<file path="src/rtl/chiplet_types_pkg.sv">
// Shared chiplet types: flit layout, node/packet ids, header length decode
// and the TX sequencer state encoding.
package chiplet_types_pkg;

    localparam int NODE_ID_WIDTH    = 4;
    localparam int PKT_ID_WIDTH     = 4;
    localparam int VC_FIELD_WIDTH   = 2;
    localparam int PKT_LENGTH_WIDTH = 8;

    typedef logic [NODE_ID_WIDTH-1:0]  node_id_t;
    typedef logic [PKT_ID_WIDTH-1:0]   pkt_id_t;
    typedef logic [VC_FIELD_WIDTH-1:0] vc_id_t;

    typedef struct packed {
        vc_id_t      vc;
        pkt_id_t     id;
        node_id_t    req;
        logic [31:0] payload;
    } flit_t;

    typedef enum logic [1:0] {
        ST_IDLE      = 2'd0,
        ST_FETCH_HDR = 2'd1,
        ST_SEND      = 2'd2,
        ST_DONE      = 2'd3
    } tx_seq_state_e;

    // Total flit count of a packet, header word included, from its header.
    function automatic logic [PKT_LENGTH_WIDTH-1:0] expected_num_flits(input logic [31:0] hdr);
        return hdr[PKT_LENGTH_WIDTH-1:0];
    endfunction

endpackage

</file>
<file path="src/rtl/tx_seq_arbiter.sv">
// Slot arbiter for the TX sequencer: round-robin by default, fixed priority
// (lowest index wins) when TX_SEQ_FIXED_PRIO_EN is defined.
module tx_seq_arbiter
    import chiplet_types_pkg::*;
#(
    parameter  int NUM_MSGS = 4,
    localparam int IDX_W    = $clog2(NUM_MSGS)
) (
    input  logic                clk,
    input  logic                n_rst,
    input  logic [NUM_MSGS-1:0] i_req,
    input  logic                i_gnt_en,
    output logic [NUM_MSGS-1:0] o_gnt,
    output logic [IDX_W-1:0]    o_gnt_idx
);

    logic w_found;

`ifdef TX_SEQ_FIXED_PRIO_EN

    always_comb begin
        w_found   = 1'b0;
        o_gnt_idx = '0;
        o_gnt     = '0;
        for (int i = 0; i < NUM_MSGS; i++) begin
            if (i_req[i] && !w_found) begin
                w_found   = 1'b1;
                o_gnt_idx = IDX_W'(i);
            end
        end
        if (w_found && i_gnt_en) begin
            o_gnt[o_gnt_idx] = 1'b1;
        end
    end

`else

    logic [IDX_W-1:0] r_ptr;
    int               w_j;

    // Search starts at r_ptr and wraps, so the slot after the last grant leads.
    always_comb begin
        w_found   = 1'b0;
        o_gnt_idx = '0;
        o_gnt     = '0;
        w_j       = 0;
        for (int off = 0; off < NUM_MSGS; off++) begin
            w_j = int'(r_ptr) + off;
            if (w_j >= NUM_MSGS) begin
                w_j = w_j - NUM_MSGS;
            end
            if (i_req[w_j] && !w_found) begin
                w_found   = 1'b1;
                o_gnt_idx = IDX_W'(w_j);
            end
        end
        if (w_found && i_gnt_en) begin
            o_gnt[o_gnt_idx] = 1'b1;
        end
    end

    always_ff @(posedge clk or negedge n_rst) begin
        if (!n_rst) begin
            r_ptr <= '0;
        end else if (i_gnt_en && w_found) begin
            if (o_gnt_idx == IDX_W'(NUM_MSGS - 1)) begin
                r_ptr <= '0;
            end else begin
                r_ptr <= o_gnt_idx + 1'b1;
            end
        end
    end

`endif

endmodule

</file>
<file path="src/rtl/tx_pkt_sequencer.sv">
// Multi-slot, multi-VC packet transmit engine: arbitrates queued sends, reads
// packet words over a stallable bus and emits credit-gated flits. Arbiter
// policy is selected by TX_SEQ_FIXED_PRIO_EN (see tx_seq_arbiter).
module tx_pkt_sequencer
    import chiplet_types_pkg::*;
#(
    parameter  int NUM_MSGS = 4,
    parameter  int NUM_VCS  = 2,
    parameter  int DEPTH    = 8,
    localparam int VC_W     = (NUM_VCS > 1) ? $clog2(NUM_VCS) : 1,
    localparam int ID_W     = $clog2(NUM_MSGS),
    localparam int CW       = $clog2(DEPTH + 1)
) (
    input  logic                     clk,
    input  logic                     n_rst,
    input  node_id_t                 node_id,
    input  logic [NUM_MSGS-1:0]      trigger_send,
    input  logic [NUM_MSGS*32-1:0]   pkt_start_addr,
    input  logic [NUM_MSGS*VC_W-1:0] pkt_vc,
    output logic [NUM_MSGS-1:0]      send_done,
    output logic                     busy,
    output logic                     bus_ren,
    output logic [31:0]              bus_addr,
    input  logic [31:0]              bus_rdata,
    input  logic                     bus_stall,
    output flit_t                    flit_out,
    output logic                     flit_valid,
    input  logic [NUM_VCS-1:0]       credit_in,
    output logic [1:0]               o_dbg_state,
    output logic [NUM_VCS*CW-1:0]    o_dbg_credits
);

    tx_seq_state_e               r_state;
    tx_seq_state_e               w_next_state;
    logic [NUM_MSGS-1:0]         r_pending;
    logic [ID_W-1:0]             r_cur_id;
    logic [VC_W-1:0]             r_cur_vc;
    logic [31:0]                 r_cur_addr;
    logic [PKT_LENGTH_WIDTH-1:0] r_cur_len;
    logic [PKT_LENGTH_WIDTH-1:0] r_count;
    logic [CW-1:0]               r_credits [NUM_VCS];

    logic [NUM_MSGS-1:0]         w_gnt;
    logic [ID_W-1:0]             w_gnt_idx;
    logic                        w_gnt_en;
    logic                        w_credit_ok;
    logic                        w_last;
    logic [PKT_LENGTH_WIDTH-1:0] w_hdr_len;
    logic [NUM_VCS-1:0]          w_cred_take;

    assign w_gnt_en    = (r_state == ST_IDLE);
    assign w_credit_ok = (r_credits[r_cur_vc] != '0);
    assign w_last      = (r_count == r_cur_len - 1'b1);
    assign w_hdr_len   = expected_num_flits(bus_rdata);
    assign busy        = (r_state != ST_IDLE) || (|r_pending);
    assign o_dbg_state = r_state;

    tx_seq_arbiter #(
        .NUM_MSGS (NUM_MSGS)
    ) u_arb (
        .clk       (clk),
        .n_rst     (n_rst),
        .i_req     (r_pending),
        .i_gnt_en  (w_gnt_en),
        .o_gnt     (w_gnt),
        .o_gnt_idx (w_gnt_idx)
    );

    always_ff @(posedge clk or negedge n_rst) begin
        if (!n_rst) begin
            r_state <= ST_IDLE;
        end else begin
            r_state <= w_next_state;
        end
    end

    always_comb begin
        w_next_state = r_state;
        case (r_state)
            ST_IDLE:      if (|r_pending) w_next_state = ST_FETCH_HDR;
            ST_FETCH_HDR: if (!bus_stall) w_next_state = ST_SEND;
            ST_SEND:      if (flit_valid && w_last) w_next_state = ST_DONE;
            ST_DONE:      w_next_state = ST_IDLE;
            default:      w_next_state = ST_IDLE;
        endcase
    end

    // Bus handshake: a read completes in any cycle with bus_ren && !bus_stall;
    // while stalled, bus_ren and bus_addr are held unchanged.
    always_comb begin
        bus_ren    = 1'b0;
        bus_addr   = '0;
        flit_valid = 1'b0;
        flit_out   = '0;
        send_done  = '0;
        case (r_state)
            ST_FETCH_HDR: begin
                bus_ren  = 1'b1;
                bus_addr = r_cur_addr;
            end
            ST_SEND: begin
                bus_ren    = w_credit_ok && (r_count < r_cur_len);
                bus_addr   = r_cur_addr + 32'({r_count, 2'b00});
                flit_valid = bus_ren && !bus_stall;
                if (flit_valid) begin
                    flit_out.vc      = vc_id_t'(r_cur_vc);
                    flit_out.id      = pkt_id_t'(r_cur_id);
                    flit_out.req     = node_id;
                    flit_out.payload = bus_rdata;
                end
            end
            ST_DONE: send_done[r_cur_id] = 1'b1;
            default: ;
        endcase
    end

    // A trigger in the grant cycle wins, so the active slot is queued again.
    always_ff @(posedge clk or negedge n_rst) begin
        if (!n_rst) begin
            r_pending <= '0;
        end else begin
            r_pending <= (r_pending & ~w_gnt) | trigger_send;
        end
    end

    always_ff @(posedge clk or negedge n_rst) begin
        if (!n_rst) begin
            r_cur_id   <= '0;
            r_cur_vc   <= '0;
            r_cur_addr <= '0;
            r_cur_len  <= '0;
            r_count    <= '0;
        end else begin
            if (r_state == ST_IDLE && (|r_pending)) begin
                r_cur_id   <= w_gnt_idx;
                r_cur_vc   <= pkt_vc[w_gnt_idx*VC_W +: VC_W];
                r_cur_addr <= pkt_start_addr[w_gnt_idx*32 +: 32];
            end
            if (r_state == ST_FETCH_HDR && !bus_stall) begin
                r_cur_len <= (w_hdr_len == '0) ? PKT_LENGTH_WIDTH'(1) : w_hdr_len;
                r_count   <= '0;
            end
            if (flit_valid) begin
                r_count <= r_count + 1'b1;
            end
        end
    end

    always_comb begin
        for (int v = 0; v < NUM_VCS; v++) begin
            w_cred_take[v] = flit_valid && (r_cur_vc == VC_W'(v));
            o_dbg_credits[v*CW +: CW] = r_credits[v];
        end
    end

    // Send and return on one VC cancel; returns at DEPTH saturate.
    always_ff @(posedge clk or negedge n_rst) begin
        if (!n_rst) begin
            for (int v = 0; v < NUM_VCS; v++) begin
                r_credits[v] <= CW'(DEPTH);
            end
        end else begin
            for (int v = 0; v < NUM_VCS; v++) begin
                if (w_cred_take[v] && !credit_in[v]) begin
                    r_credits[v] <= r_credits[v] - 1'b1;
                end else if (!w_cred_take[v] && credit_in[v] && (r_credits[v] != CW'(DEPTH))) begin
                    r_credits[v] <= r_credits[v] + 1'b1;
                end
            end
        end
    end

endmodule

</file>
<file path="config.mk">
export PLATFORM = sky130hd
export DESIGN_NAME = tx_pkt_sequencer
export DESIGN_NICKNAME = d
export VERILOG_FILES = /design/src/rtl/chiplet_types_pkg.sv /design/src/rtl/tx_seq_arbiter.sv /design/src/rtl/tx_pkt_sequencer.sv
export SDC_FILE = /design/constraint.sdc
export NUM_CORES = 1
export LEC_CHECK = 0
export BUFFER_PORTS_ARGS = -buffer_cell sky130_fd_sc_hd__buf_2
export CAP_MARGIN = 20
export CELL_PAD_IN_SITES_DETAIL_PLACEMENT = 0
export CELL_PAD_IN_SITES_GLOBAL_PLACEMENT = 1
export CORE_AREA = 2 2 134 136
export DETAILED_ROUTE_END_ITERATION = 8
export DIE_AREA = 0 0 136 138
export GPL_TIMING_DRIVEN = 0
export PLACE_DENSITY = 0.77
export SYNTH_ARGS = -nofsm -noshare
export SYNTH_HDL_FRONTEND = slang
export SYNTH_HIERARCHICAL = 1
export SYNTH_SLANG_ARGS = --single-unit
</file>
<file path="constraint.sdc">
create_clock -name clk -period 3.5 [get_ports clk]
set_input_delay 0.875 -clock clk [delete_from_list [all_inputs] [get_ports clk]]
set_output_delay 0.875 -clock clk [all_outputs]
set_load 0.01 [all_outputs]
</file>
==> metrics.md <==
| Metric | Value |
|---|---|
| Layout area overhead | `42.77%` |
| Clock slew at reported path FFs | `0.06 ns` |
| Ys flop type | `dfrtp_1` |
| Clk root buf | `clkbuf_16` |
| IO Port Bufs | `262` |
| Post-Syn Area | `0.005918 mm^2` |
| Reg2reg end | `r_cur_addr[11]` |
| Max Cap Violations | `0` |
| Worst VDD drop | `0.5288 mV` |
| Top-area cell type share of the netlist area | `27.48%` |
| Synth Area in Simple Gates | `19.89%` |
| Placed cells | `1106` |
| Layout cells sized above 1 | `50.32%` |
| Status | `complete, no violations` |
| DR WL/cell | `16.80 um` |
| Combinational share of power | `66.1%` |
| Total gr overflow | `0` |
| Register area share after synthesis | `28.37%` |
| Cell-internal power | `4.224 mW` |
| Pin count of the biggest net entering global routing | `39` |
| Final setup TNS | `0 ns` |
| Pwr Density | `900.8 mW/mm^2` |
| TritonCTS buffer count | `9` |
| Initial antenna violation count | `0` |
| TritonCTS clock tree | `done` |
| Netlist cell types | `77` |
| Worst-Skew Late Latency | `0.35 ns` |
| Crit path time final | `3.482 ns` |
| R2R Setup Slk | `0.34 ns` |
| Switch Pwr | `3.387 mW` |
| Final setup viols | `0` |
| Multiplexer share of the synthesized area | `21.54%` |
| Arr. time, crit path | `2.61 ns` |
| Max Slew Vio Count | `0` |
| Relative slew slack | `52.80%` |
| HPWL after DPL | `14770 um` |
| DR vias/cell | `5.221` |
| Worst hold slack | `0.4621 ns` |
| Clock power share | `11.9%` |
| Post-route non-filler standard cell count | `1153` |
| Initial DRT Pass Iterations | `4` |
| Largest family of logic cells by synthesized area | `multiplexers` |
| Setup ws final | `0.01832 ns` |
| Num rows | `49` |
| Worst r2r src | `u_arb/r_ptr[1]` |
| Yosys top cell by area | `dfrtp_1` |
| #FFs+latches synth | `67` |
| Worst EP required | `2.62 ns` |
| Total power draw | `7.611 mW` |
| Fraction of registers with async set or reset after synthesis | `100.0%` |
| Worst slew pin tran | `0.7081 ns` |
| Initial Utilization | `33.75%` |
| Iteration-0 DRC Markers | `322` |
| Core Area | `0.01753 mm^2` |
| Pre-CTS setup slack | `-0.08739 ns` |
| Global-route wire length before repair | `30020 um` |
| Critical path class | `flop to output pin` |
| Post-synthesis xor/xnor area fraction | `3.256%` |
| Leakage | `4.030 nW` |
| Adder-Cell Fraction of Synth Area | `6.258%` |
| Clock Skews | `0.008071 ns` |
| Post-synth top cells | `dfrtp_1, and2_1, nand2_1, mux2_2, mux4_2` |
| Crit share post-route | `99.48%` |
| # DRC | `0` |
| Hold Crit Class | `primary input to asynchronous set/reset pin` |
| Die height | `138 um` |
| Final Routed Wirelength | `19370 um` |
| Final hold vios | `0` |
| Mean Syn Cell Area | `9.670 um^2` |
| Top post-synthesis cells by area | `dfrtp_1, mux4_2, mux2_2` |
| Cts-stage hold buffer count | `0` |
| Most common cell in the netlist | `dfrtp_1` |
| Post-synthesis compound-gate area fraction | `15.75%` |
| Max Buffers Root-to-Sink | `2` |
| Peak Freq | `287.2 MHz` |
| Final ANT Viol Nets | `0` |
| R2R depth | `7` |
| Htree depth | `3` |
| Placer Congestion | `0.8384` |
| Ports | `268` |
| Critical Path End | `bus_addr[31]` |
| RSZ-0062 raised after global routing | `yes` |
| Critical-path maximum fanout | `7` |
| Cells after Synth | `612` |
| Die W | `136 um` |
| CP startpoint | `r_cur_addr[5]` |
| Number of synthesized flops with an enable pin | `0` |
| Yosys Warn Count | `6` |
| N_diodes | `0` |
| Final nets | `1125` |
| Via count | `6020` |
| CP Launch Type | `flop` |
| Total number of clock tree sinks | `67` |
| Filler cell count | `1715` |
| Register share of total power | `21.9%` |
| Die area | `0.01877 mm^2` |
| Vias in the first global route | `5868` |
| Crit. End Element | `output pin` |
| Net Sw Frac | `44.50%` |
| Total track usage | `20.42%` |
[cell type report]
type	instances	area (um^2)	share of cell area [%]
multi-input combinational	477	4223	49.98
sequential	67	1690	20.01
timing repair buffer	296	1620	19.18
tap	229	286.5	3.391
clock buffer	12	236.5	2.799
buffer	37	217.7	2.577
inverter	31	123.9	1.466
clock inverter	4	51.30	0.6071
[power groups by stage]
stage | logic [mW] | registers [mW] | clock network, mW
after floorplan | 3.30 | 1.52 | 0
after global placement | 4.57 | 1.64 | 0
after detailed placement | 4.59 | 1.65 | 0
after CTS | 4.80 | 1.64 | 0.936
after global routing | 5.57 | 1.73 | 0.975
final | 5.03 | 1.67 | 0.909
[metrics by stage]
step	utilization [%]	cell area, um^2
5_1_grt	48.19	8449
4_1_cts	46.17	8095
3_3_place_gp	42.91	7523
6_report	48.19	8449
3_5_place_dp	43.04	7546
2_1_floorplan	-	5926
[per-layer routing]
metal  GRT usage [%]  share of wire [%]
met1           24.71                 41
met2           35.65                 50
met3           4.657                7.5
met4           6.524                2.1
met5               0                  0
[critical path: stages, from the launching register on]
cell,delay [ns]
dfrtp_1,0.42
ha_4,0.29
a21o_1,0.13
a21oi_2,0.09
a2111o_1,0.46
and2_4,0.18
or4b_1,0.48
nand3_2,0.11
buf_6,0.11
[cells by family after synthesis]
family / after synthesis
other: 1
DFF: 67
and+or+nand+nor: 211
muxes: 81
xor gates and xnor gates: 22
buffers and inverters: 70
adders and majority gates: 29
AOI/OAI and AO/OA: 131
[state kept, by name, indices dropped and copies added, names as in the netlist]
name           flops
o_dbg_credits      8
o_dbg_state        2
r_count            8
r_cur_addr        32
r_cur_id           2
r_cur_len          8
r_cur_vc           1
r_pending          4
u_arb/r_ptr        2
[how the worst min path moves through the flow]
stage	start	end	slack (ns)	depth (start not counted)
after floorplan	r_cur_addr[1]	r_cur_addr[1]	0.47	1
after global placement	r_cur_addr[1]	r_cur_addr[1]	0.48	1
after detailed placement	r_cur_addr[0]	r_cur_addr[0]	0.49	1
after CTS	n_rst	r_cur_addr[14]	0.47	1
after global routing	n_rst	r_cur_addr[14]	0.48	1
final	n_rst	r_cur_addr[17]	0.46	1
[layout by cell type (no fill, tap or decap), drive strengths merged, types with 4 or more instances in the layout]
cell,n
a22oi,6
xnor2,9
nor3,11
mux4,33
or3,4
and3,10
nand2,48
ha,28
mux2,38
o311ai,5
nand4,10
xor2,13
a21oi,26
dfrtp,65
nor2,20
o211ai,7
nor2b,8
buf,311
clkbuf,34
a21o,8
a221oi,5
or4,4
o21ai,26
mux2i,10
a31oi,13
and2,49
and4,4
inv,31
nor4,7
nand3,19
nand2b,5
o21a,4
[timing repair]
action                                  4_1_cts  5_1_grt
endpoints found under the setup margin       62       81
gates resized for setup                      40       71
pin swaps                                    10       11
setup buffers                                15       18
Note: power is estimated with default switching activity, not from simulation.
